## src/rtl/period_meter_if.sv

```systemverilog
// Bundles the measured input, the clear control and the measurement results
// of period_meter; the slave modport is the meter's view.
interface period_meter_if #(
    parameter int CNT_W = 24
) ();
    logic             i_sig_in;
    logic             i_clear;
    logic [CNT_W-1:0] o_period;
    logic [CNT_W-1:0] o_high_time;
    logic             o_meas_valid;
    logic             o_timeout;
    logic             o_armed;

    modport slave (
        input  i_sig_in,
        input  i_clear,
        output o_period,
        output o_high_time,
        output o_meas_valid,
        output o_timeout,
        output o_armed
    );

    modport master (
        output i_sig_in,
        output i_clear,
        input  o_period,
        input  o_high_time,
        input  o_meas_valid,
        input  o_timeout,
        input  o_armed
    );
endinterface

```

## src/rtl/period_meter.sv

```systemverilog
// Times rising-to-rising and rising-to-falling edges of a slow asynchronous
// square wave in clk cycles; a watchdog drops back to idle on a stalled input.
module period_meter #(
    parameter int CNT_W   = 24,
    parameter int TIMEOUT = 200000
) (
    input  logic          clk,
    input  logic          rst,
    period_meter_if.slave bus
);

    typedef enum logic {
        ST_IDLE,
        ST_MEASURE
    } state_t;

    localparam logic [CNT_W-1:0] LP_CNT_LAST = CNT_W'(TIMEOUT - 1);

    // [0],[1] form the synchronizer, [2] is the delay flop for edge detection
    logic [2:0]       r_sync;

    state_t           r_state;
    state_t           w_state_next;
    logic [CNT_W-1:0] r_cnt;
    logic [CNT_W-1:0] w_cnt_next;
    logic [CNT_W-1:0] r_hi_cap;
    logic [CNT_W-1:0] w_hi_cap_next;
    logic [CNT_W-1:0] r_period;
    logic [CNT_W-1:0] w_period_next;
    logic [CNT_W-1:0] r_high_time;
    logic [CNT_W-1:0] w_high_time_next;
    logic             r_meas_valid;
    logic             w_meas_valid_next;
    logic             r_timeout;
    logic             w_timeout_next;

    logic             w_rise;
    logic             w_fall;
    logic [CNT_W-1:0] w_cnt_inc;

    assign w_rise    = r_sync[1] & ~r_sync[2];
    assign w_fall    = ~r_sync[1] & r_sync[2];
    assign w_cnt_inc = r_cnt + CNT_W'(1);

    always_ff @(posedge clk or negedge rst) begin
        if (!rst) begin
            r_sync <= 3'b000;
        end else begin
            r_sync <= {r_sync[1:0], bus.i_sig_in};
        end
    end

    always_ff @(posedge clk or negedge rst) begin
        if (!rst) begin
            r_state      <= ST_IDLE;
            r_cnt        <= '0;
            r_hi_cap     <= '0;
            r_period     <= '0;
            r_high_time  <= '0;
            r_meas_valid <= 1'b0;
            r_timeout    <= 1'b0;
        end else begin
            r_state      <= w_state_next;
            r_cnt        <= w_cnt_next;
            r_hi_cap     <= w_hi_cap_next;
            r_period     <= w_period_next;
            r_high_time  <= w_high_time_next;
            r_meas_valid <= w_meas_valid_next;
            r_timeout    <= w_timeout_next;
        end
    end

    always_comb begin
        w_state_next      = r_state;
        w_cnt_next        = r_cnt;
        w_hi_cap_next     = r_hi_cap;
        w_period_next     = r_period;
        w_high_time_next  = r_high_time;
        w_meas_valid_next = 1'b0;
        w_timeout_next    = r_timeout;

        if (bus.i_clear) begin
            w_state_next     = ST_IDLE;
            w_cnt_next       = '0;
            w_hi_cap_next    = '0;
            w_period_next    = '0;
            w_high_time_next = '0;
            w_timeout_next   = 1'b0;
        end else begin
            unique case (r_state)
                ST_IDLE: begin
                    if (w_rise) begin
                        w_state_next = ST_MEASURE;
                        w_cnt_next   = '0;
                    end
                end
                ST_MEASURE: begin
                    // a rise on the watchdog's last cycle still closes a valid period
                    if (w_rise) begin
                        w_period_next     = w_cnt_inc;
                        w_high_time_next  = r_hi_cap;
                        w_meas_valid_next = 1'b1;
                        w_timeout_next    = 1'b0;
                        w_cnt_next        = '0;
                    end else if (r_cnt == LP_CNT_LAST) begin
                        w_state_next   = ST_IDLE;
                        w_timeout_next = 1'b1;
                        w_cnt_next     = '0;
                    end else begin
                        w_cnt_next = w_cnt_inc;
                        if (w_fall) begin
                            w_hi_cap_next = w_cnt_inc;
                        end
                    end
                end
                default: begin
                    w_state_next = ST_IDLE;
                end
            endcase
        end
    end

    assign bus.o_period     = r_period;
    assign bus.o_high_time  = r_high_time;
    assign bus.o_meas_valid = r_meas_valid;
    assign bus.o_timeout    = r_timeout;
    assign bus.o_armed      = (r_state == ST_MEASURE);

endmodule

```

## src/flat_wrapper.sv

```systemverilog
// flat-port wrapper written by rule: the top's interface ports become plain ports
module period_meter_flat 
#(
    parameter int CNT_W   = 24,
    parameter int TIMEOUT = 200000
)
  (clk, rst, bus_i_sig_in, bus_i_clear, bus_o_period, bus_o_high_time, bus_o_meas_valid, bus_o_timeout, bus_o_armed);
  period_meter_if #(.CNT_W(CNT_W)) bus_i ();
  input  logic clk;
  input  logic rst;
  input wire logic [$bits(bus_i.i_sig_in)-1:0] bus_i_sig_in;
  input wire logic [$bits(bus_i.i_clear)-1:0] bus_i_clear;
  output wire logic [$bits(bus_i.o_period)-1:0] bus_o_period;
  output wire logic [$bits(bus_i.o_high_time)-1:0] bus_o_high_time;
  output wire logic [$bits(bus_i.o_meas_valid)-1:0] bus_o_meas_valid;
  output wire logic [$bits(bus_i.o_timeout)-1:0] bus_o_timeout;
  output wire logic [$bits(bus_i.o_armed)-1:0] bus_o_armed;
  assign bus_i.i_sig_in = bus_i_sig_in;
  assign bus_i.i_clear = bus_i_clear;
  assign bus_o_period = bus_i.o_period;
  assign bus_o_high_time = bus_i.o_high_time;
  assign bus_o_meas_valid = bus_i.o_meas_valid;
  assign bus_o_timeout = bus_i.o_timeout;
  assign bus_o_armed = bus_i.o_armed;
  period_meter #(.CNT_W(CNT_W), .TIMEOUT(TIMEOUT)) u_core (.clk(clk), .rst(rst), .bus(bus_i));
endmodule
```

## config.mk

```make
export PLATFORM = sky130hd
export DESIGN_NAME = period_meter_flat
export DESIGN_NICKNAME = d
export VERILOG_FILES = /design/src/rtl/period_meter_if.sv /design/src/rtl/period_meter.sv /design/src/flat_wrapper.sv
export SDC_FILE = /design/constraint.sdc
export NUM_CORES = 1
export LEC_CHECK = 0
export ABC_AREA = 1
export BUFFER_PORTS_ARGS = -buffer_cell sky130_fd_sc_hd__buf_2
export CAP_MARGIN = 15
export CORE_ASPECT_RATIO = 1.1
export CORE_MARGIN = 5
export CORE_UTILIZATION = 40
export CTS_CLUSTER_DIAMETER = 80
export DETAILED_ROUTE_END_ITERATION = 10
export HOLD_SLACK_MARGIN = 0.05
export PLACE_DENSITY_LB_ADDON = 0.2
export SLEW_MARGIN = 20
export SYNTH_ARGS = -nofsm -noshare
export SYNTH_HDL_FRONTEND = slang
export SYNTH_SLANG_ARGS = --single-unit
export TNS_END_PERCENT = 5
```

## constraint.sdc

```tcl
create_clock -name clk -period 1.8 [get_ports clk]
set_input_delay 0.45 -clock clk [delete_from_list [all_inputs] [get_ports clk]]
set_output_delay 0.45 -clock clk [all_outputs]
set_load 0.005 [all_outputs]
```

==> flow_summary.ini, run 1 <==
[layout]
final_layout_size_suffix_gt1_share_pct = 18.9
syn_to_final_growth_pct = 17.2
diodes = 0
final_nets = 549

[pwr]
power.density_mw_per_mm2 = 820
p_leak_uw = 0.00254
ir_worst_vdd_mv = 0.633
total_power_uw = 4290

[timing]
tightestPinTransition_ns = 0.567
skew_ns = 0.00553
rsz0062_at_grt = true
maxSlewViolCount = 0
fin_crit_sh_pct = 93.7
finalHoldViolCount = 0
max_freq_ghz = 0.593
finalSetupViolCount = 0
slew_headroom_pct = 62.2
fin_setup_tns_ns = 0
post-route-min-period_ns = 1.69
setup_slack_ns = 0.114
worst_hold_slack_ns = 0.126

[worst_setup_path]
rr_worst_depth = 9
r2r_setup_slack_ns = 0.11
cp-start-kind = flip-flop
worstPathArrival_ns = 1.96
critical_path_class = flip-flop to flip-flop
critPathLaunch = u_core.r_cnt[1]
r2r_start = u_core.r_cnt[1]
crit_end = u_core.r_hi_cap[12]
cpPeakStageDelay_ns = 0.38
rr_endpoint = u_core.r_hi_cap[12]
cp_max_fo = 5
cp-end-kind = flip-flop
cpMostUsedCell = nand2_1
critPathRequiredTime_ns = 2.07
crit_slowest_cell = dfrtp_1
crit_chain = ha_2, nand2_2, nor2_4, buf_4, nand3_1, xor2_1, nor2_1, nand2_1, nand2_1

[clock_tree]
clk_latency_ns = 0.34
htree_levels = 3
cts-buffers-inserted = 9
cts-root-buf = clkbuf_16
cts.sinks = 102
cts_setup_buffers = 0
cts.clk_slew.worst_paths_ns = 0.07
cts_buffer_depth = 2
cts_tree = yes

[detailed_routing]
drtAntennaViolNets = 0
num_vias = 3511
drt-initial-drc-count = 189
drtPass1Iterations = 4
drc = 0
wl_per_cell_um = 15.7
vias_per_cell = 5.04
wl_mm = 10.9

[die]
design.die.area_mm2 = 0.0134
num_io_pins = 55
start_util_pct = 40.9
rows = 40
die_h_um = 121
die_x_um = 111
core_mm2 = 0.0109

[synth]
synth.largest_area_cell = dfrtp_1
avgSynthCellArea_um2 = 9.21
synth_top_area_share_pct = 57.1
yosysWarnings = 0
ys_ff_latch = 102
synthTopCellsByCount = nand2_1, dfrtp_1, nor2_1
synth_top_cells_by_area = dfrtp_1, nand2_1, a22o_1
ys.flop_type = dfrtp_1
ys_seq_area_share_pct = 57.1
synth_edf_count = 0
syn_area_mm2 = 0.00447
yosysMostFrequentCell = nand2_1
netlist_instances = 485
yosysUniqueCellTypes = 31
synth.net_count = 490
async_flop_share_pct = 100

[placement]
hpwl_mm = 7.79
pre_cts_ws_ns = 0.0401
gp_congestion = 0.898
portBuffers = 54

[global_routing]
grt.overflow.total = 0
grt_max_degree = 103
grt_pass1_wl_mm = 18.5
grt_pass1_vias = 3595
grt_usage_pct = 17.1
antenna_found_initial = 0

[flow_run]
cap_violations = 0

[worst_hold_path]
hp-class = input pin to async pin

[run_status]
outcome = complete, no violations
-- worst min-delay path by stage --
stage,end,slack (ns),depth (start not counted)
6_report,u_core.r_cnt[18],0.13,2
5_1_grt,u_core.r_cnt[18],0.20,2
4_1_cts,u_core.r_cnt[18],0.20,2
3_5_place_dp,u_core.r_sync[1],0.34,0
3_3_place_gp,u_core.r_sync[1],0.34,0
2_1_floorplan,u_core.bus.o_armed,0.15,0
-- routing by layer --
layer	part of all wire (%)	track usage [%]	wire (um)
met5	0	0	0
met4	1.1	4.93	122
met3	4.4	4.35	484
met2	48	27.9	5210
met1	47	22.7	5100
-- kinds of logic after synthesis --
family                     share of synthesized area [%]
adders and majority gates                          0.280
DFF                                                 57.1
buffers and inverters                               5.15
and+or+nand+nor                                     23.0
AOI/OAI and AO/OA                                   12.3
xor gates and xnor gates                            2.16
-- layout make-up --
cell class / count / area, um^2
clock inverters: 3 / 20.0
repair buffers: 67 / 399
multi-input cells: 332 / 1710
well taps: 147 / 184
inverters: 32 / 120
fillers: 1095 / 5670
clock buffers: 13 / 250
flip-flops and latches: 102 / 2550
-- state kept, by name, summed over array words and instances (netlist names) --
register,flops
u_core.bus.o_armed,1
u_core.bus.o_high_time,24
u_core.bus.o_meas_valid,1
u_core.bus.o_period,24
u_core.bus.o_timeout,1
u_core.r_cnt,24
u_core.r_hi_cap,24
u_core.r_sync,3
-- power by group --
| group | switching, uW | internal, uW | total (uW) |
|---|---|---|---|
| logic | 148 | 42.6 | 191 |
| clock network | 814 | 976 | 1790 |
| registers | 11.0 | 2300 | 2310 |
| total | 973 | 3320 | 4290 |
-- worst max-delay path, delay by kind of cell, from the launching register on --
family	cells	cell delay (ns)
XOR/XNOR	1	0.20
buffers and inverters	1	0.15
adder cells (fa/ha/maj)	1	0.21
flip-flops	1	0.38
AND/OR/NAND/NOR	6	0.70
-- metrics by stage --
stage	std cells	cell area, um^2	utilization, %
floorplan	485	4470	-
global placement	680	4940	45.2
detailed placement	680	4940	45.2
CTS	696	5210	47.7
global route	696	5240	48.0
finish	696	5240	48.0
-- placed cells by master, fill, tap and decap left out, types with 11 or more instances in the layout --
master and n:
a22o_1 24, buf_2 53, buf_4 11, dfrtp_1 102, inv_1 28, nand2_1 129
nand3_1 41, nor2_1 40, o21ai_0 23, o21ai_1 28
-- timing repair --
item / in CTS / in global routing
gates resized for setup: 0 / 9
endpoints found under the setup margin: 0 / 39
hold buffers: 0 / 0
No activity file was read; power rests on OpenSTA's default activity.
==> run 2: changes to the inputs <==
CELL_PAD_IN_SITES_DETAIL_PLACEMENT = 0   (was unset)
CELL_PAD_IN_SITES_GLOBAL_PLACEMENT = 1   (was unset)
CORE_UTILIZATION = 30   (was 40)
MAX_ROUTING_LAYER = met4   (was unset)
==> run 2 against run 1 <==
Compared with the run above:
- routed wire length rose by 6.3%
- final cell count rose by 7.3%
- final area rose by 2.5%
- flip-flop and latch count did not move
- core utilization fell by 11 points
- clock-buffer cell count fell by 2
- sequential share of layout area fell by 1.1 points
- first-iteration DRC count rose by 9.5%
- fmax rose by 3.5%
- clock skew rose by 0.0014 ns
- total power rose by 2.3%
- critical path type unchanged
- largest cell class unchanged
==> flow_summary.ini, run 2 (synthesis results as in run 1) <==
[detailed_routing]
wl_met1_mm = 5.37
wl_mm = 11.6
highest_layer = met4
drc = 0
drt-initial-drc-count = 207
dr_wl_met2_mm = 5.59
wl_per_cell_um = 15.5
drtAntennaViolNets = 0
vias_per_cell = 4.71
num_vias = 3516
drtPass1Iterations = 4
wl_met3_um = 474

[timing]
maxSlewViolCount = 0
fin_crit_sh_pct = 90.5
post-route-min-period_ns = 1.63
max_freq_ghz = 0.614
slew_headroom_pct = 66.9
rsz0062_at_grt = true
skew_ns = 0.00692
finalSetupViolCount = 0
finalHoldViolCount = 0
tightestPinTransition_ns = 0.497

[worst_setup_path]
critPathRequiredTime_ns = 2.02
cp-start-kind = flip-flop
crit_slowest_cell = dfrtp_1
r2r_start = u_core.r_cnt[0]
rr_endpoint = u_core.r_cnt[19]
cpPeakStageDelay_ns = 0.35
cpMostUsedCell = nand2_1
crit_end = u_core.r_cnt[19]
worstPathArrival_ns = 1.85
cp_max_fo = 5
crit_chain = buf_4, nand3_1, nor2_2, nand3_2, o21ai_0, nand2_1, nand2_1, o21ai_1
critPathLaunch = u_core.r_cnt[0]
critical_path_class = flip-flop to flip-flop
r2r_setup_slack_ns = 0.17
rr_worst_depth = 8
cp-end-kind = flip-flop

[pwr]
p_leak_uw = 0.00259
power.density_mw_per_mm2 = 819
total_power_uw = 4390
ir_worst_vdd_mv = 0.424

[layout]
diodes = 0
fin_area_mm2 = 0.00537
multiInputGateArea_mm2 = 0.00171
num-fill-cells = 1548
syn_to_final_growth_pct = 20.1
regArea_mm2 = 0.00255
final_common_cell = nand2_1
layout_common_cells = nand2_1, dfrtp_1, buf_2
final_layout_size_suffix_gt1_share_pct = 20.5
final_nets = 555

[clock_tree]
cts_setup_buffers = 0
cts.sinks = 102
cts_buffer_depth = 2
cts.clk_slew.worst_paths_ns = 0.07
cts-buffers-inserted = 9
htree_levels = 3
cts_tree = yes
clk_latency_ns = 0.35
cts-root-buf = clkbuf_16

[placement]
gp_congestion = 0.777
hpwl_mm = 8.59
placed_area_mm2 = 0.00504
portBuffers = 54

[global_routing]
antenna_found_initial = 0
grt_usage_pct = 14.2
grt_pass1_vias = 3478
grt.overflow.total = 0
grt_max_degree = 51
grt_pass1_wl_mm = 18.7

[die]
start_util_pct = 30.8
die_x_um = 126
num_io_pins = 55
die_h_um = 138
core_mm2 = 0.0145
rows = 46
design.die.area_mm2 = 0.0174

[run_status]
outcome = complete, no violations

[flow_run]
cap_violations = 0

[worst_hold_path]
hp-class = input pin to flip-flop
worst_hold_startpoint = bus_i_sig_in
[run 2: changes by cell type in the layout (fill, tap and decap cells not counted), sizes merged]
cell	previous run	this run
clkbuf	13	11
clkinv	1	3
clkinvlp	2	0
dlygate4sd3	0	1
inv	32	34
buf	67	72
[run 2: metrics by stage]
stage | setup WS (ns) | std cells | util, % | TNS, ns | hold slack (ns)
detailed placement | 0.0870 | 730 | 34.8 | 0 | 0.339
global placement | 0.109 | 730 | 34.8 | 0 | 0.341
floorplan | 0.142 | 485 | - | 0 | 0.154
global route | -0.0196 | 747 | 37.0 | -0.0196 | 0.211
CTS | 0.0641 | 747 | 36.8 | 0 | 0.209
finish | 0.171 | 747 | 37.0 | 0 | 0.217
[run 2: worst min-delay path by stage]
stage,to,cells past startpoint
floorplan,u_core.bus.o_armed,0
global placement,u_core.r_sync[1],0
detailed placement,u_core.r_sync[1],0
CTS,u_core.r_sync[0],1
global route,u_core.r_sync[0],1
finish,u_core.r_sync[0],1
[run 2: critical path: cells and delay by family, from the launching register on]
kind	cells	cell delay (ns)
DFF	1	0.35
buffers and inverters	1	0.13
and+or+nand+nor	5	0.77
AOI/OAI and AO/OA	2	0.25
[run 2: metal layers]
metal	vias up	GRT usage [%]
li1	1727	-
met1	1724	18.3
met2	53	22.4
met3	12	3.27
met4	0	4.47
met5	-	-
[run 2: power breakdown]
| part | switching, uW | internal [uW] |
|---|---|---|
| registers | 9.89 | 2300 |
| logic | 152 | 49.5 |
| clock network | 888 | 994 |
| total | 1050 | 3340 |
[run 2: repair_timing]
| action | CTS | global route |
|---|---|---|
| endpoints found under the setup margin | 0 | 21 |
| hold buffers | 1 | 0 |
| endpoints found under the hold margin | 17 | 0 |
| resized for setup | 0 | 9 |
[run 2: final cells by class]
cell class | instances | share of cell area [%]
clock buffer | 11 | 4.52
multi-input combinational | 332 | 31.9
timing repair buffer | 73 | 8.49
inverter | 32 | 2.24
clock inverter | 5 | 0.793
tap | 192 | 4.48
sequential | 102 | 47.6
==> run 3: changes to the inputs <==
ABC_AREA = 0   (was 1)
CAP_MARGIN = unset   (was 15)
==> run 3 against run 2 <==
Compared with the run above:
- fmax decreased by 8.7%
- sequential power about the same
- clock-buffer cell count decreased by 1
- first-iteration DRC count decreased by 14%
- synthesized cell count decreased by 24%
- critical path type unchanged
- highest routed layer unchanged
==> flow_summary.ini, run 3 <==
[run_status]
outcome = complete, no violations

[timing]
skew_ns = 0.00621
finalHoldViolCount = 0
finalSetupViolCount = 0
maxSlewViolCount = 0
max_freq_ghz = 0.561
rsz0062_at_grt = true
fin_crit_sh_pct = 99.1
slew_headroom_pct = 72.3
tightestPinTransition_ns = 0.416
post-route-min-period_ns = 1.78

[pwr]
p_comb_share_pct = 4.7
power.internal_uw = 3590
p_leak_uw = 0.00263
power.density_mw_per_mm2 = 820
p_clk_share_pct = 44.9
p_sw_uw = 994
power_frac_seq_pct = 50.3
ir_worst_vdd_mv = 0.416
switching_share_pct = 21.7
total_power_uw = 4580

[die]
num_io_pins = 55
die_x_um = 123
start_util_pct = 30.7
die_h_um = 135
rows = 45
design.die.area_mm2 = 0.0167
core_mm2 = 0.0139

[worst_setup_path]
cp-start-kind = flip-flop
cpPeakStageDelay_ns = 0.42
cp_max_fo = 9
critical_path_class = flip-flop to flip-flop
critPathRequiredTime_ns = 2.01
crit_buf_inv = 3
crit_family = simple AND/OR/NAND/NOR gates
crit_chain = buf_4, nor4_4, and3_4, buf_4, a21boi_4, buf_4, a31oi_1, a31oi_1
cpMostUsedCell = buf_4
worstPathArrival_ns = 1.99
crit_slowest_cell = dfrtp_1
cp-end-kind = flip-flop

[clock_tree]
cts.sinks = 102
clk_latency_ns = 0.34
cts-buffers-inserted = 9
cts_buffer_depth = 2
cts.clk_slew.worst_paths_ns = 0.07
cts-root-buf = clkbuf_16
htree_levels = 3
cts_tree = yes

[placement]
dpl.cell_count = 634
hpwl_mm = 7.48
gp_congestion = 0.798
portBuffers = 54

[detailed_routing]
wl_mm = 10.8
num_vias = 3177
drt-initial-drc-count = 179
drtPass1Iterations = 5
wl_per_cell_um = 16.4
drtAntennaViolNets = 0
drc = 0
vias_per_cell = 4.81

[layout]
layout_common_cells = dfrtp_1, buf_2, buf_4
diodes = 0
final_common_cell = dfrtp_1
num-fill-cells = 1376
fin_cells = 661
final_layout_size_suffix_gt1_share_pct = 33.4
final_nets = 473
syn_to_final_growth_pct = 31.4

[flow_run]
cap_violations = 0

[synth]
synth.net_count = 373
netlist_instances = 368
ys_ff_latch = 102
synth_top_area_share_pct = 60.1
synth_top_cells_by_area = dfrtp_1, a22o_1, o2bb2ai_1
yosysMostFrequentCell = dfrtp_1
yosysWarnings = 0
syn_area_mm2 = 0.00425
async_flop_share_pct = 100
synth_edf_count = 0
avgSynthCellArea_um2 = 11.5
ys.flop_type = dfrtp_1
yosysUniqueCellTypes = 45
synth.largest_area_cell = dfrtp_1
ys_seq_area_share_pct = 60.1
synthTopCellsByCount = dfrtp_1, nand2_1, o21ai_0

[global_routing]
grt_usage_pct = 14.5
antenna_found_initial = 0
grt.overflow.total = 0
grt_max_degree = 50
grt_pass1_wl_mm = 18.2
grt_pass1_vias = 3334

[worst_hold_path]
hp-class = input pin to flip-flop
-- run 3: what timing repair did --
item	4_1_cts	5_1_grt
endpoints found under the hold margin	25	0
pin swaps	4	10
buffers inserted	3	7
resized for setup	3	20
hold buffers	1	0
setup endpoints to repair	35	46
-- run 3: layout make-up --
class / count / area, um^2 / area share, %
clock buffer: 10 / 229 / 4.10
clock inverter: 6 / 86.3 / 1.55
inverter: 3 / 11.3 / 0.202
multi-input combinational: 238 / 1670 / 30.0
sequential: 102 / 2550 / 45.7
tap: 188 / 235 / 4.21
timing repair buffer: 114 / 796 / 14.3
-- run 3: cells by family after synthesis --
logic type                 synth area share, %
DFF                                       60.1
and+or+nand+nor                           13.1
xor gates and xnor gates                  4.53
adders and majority gates                0.294
AOI/OAI and AO/OA                         18.7
buffers and inverters                     3.30
-- run 3: path summary, 6_finish.rpt --
path                       slack (ns)              from                         end  cells after the start
setup / recovery                 0.02   u_core.r_cnt[6]             u_core.r_cnt[6]                      8
hold / removal                   0.21      bus_i_sig_in            u_core.r_sync[0]                      1
setup reg to reg                 0.02   u_core.r_cnt[6]             u_core.r_cnt[6]                      8
hold reg to reg                  0.35  u_core.r_sync[0]            u_core.r_sync[1]                      0
max in group asynchronous        0.67               rst  u_core.bus.o_high_time[21]                      3
min in group asynchronous        0.58               rst      u_core.bus.o_period[2]                      2
-- run 3: power by group through the flow --
stage	registers (uW)	logic [uW]	clock network, uW
after detailed placement	2350	218	0
after global routing	2300	244	2210
after CTS	2300	221	2140
final	2310	217	2060
after floorplan	2350	75.7	0
after global placement	2350	216	0
-- run 3: worst reg2reg max path: cells and delay by family (launching register included) --
kind | cells | cell delay [ns]
DFF | 1 | 0.42
AOI/OAI and AO/OA | 3 | 0.30
buffers and inverters | 3 | 0.45
and+or+nand+nor | 2 | 0.47
-- run 3: per-layer routing --
metal	vias to the layer above	track usage [%]	share of wire [%]
met2	51	22.1	47
met3	9	2.72	2.7
met5	-	-	0
li1	1529	-	-
met1	1588	19.4	49
met4	0	4.98	1.2
-- run 3: metrics by stage --
stage / cell area [um^2] / worst slack (ns) / utilization, % / hold WS, ns / TNS, ns
3_3_place_gp: 5080 / -0.0168 / 36.7 / 0.335 / -0.152
2_1_floorplan: 4270 / 0.000425 / - / 0.154 / 0
3_5_place_dp: 5080 / -0.0604 / 36.7 / 0.337 / -1.28
4_1_cts: 5440 / 0.00324 / 39.3 / 0.195 / 0
5_1_grt: 5580 / -0.0810 / 40.3 / 0.201 / -1.04
6_report: 5580 / 0.0165 / 40.3 / 0.212 / 0
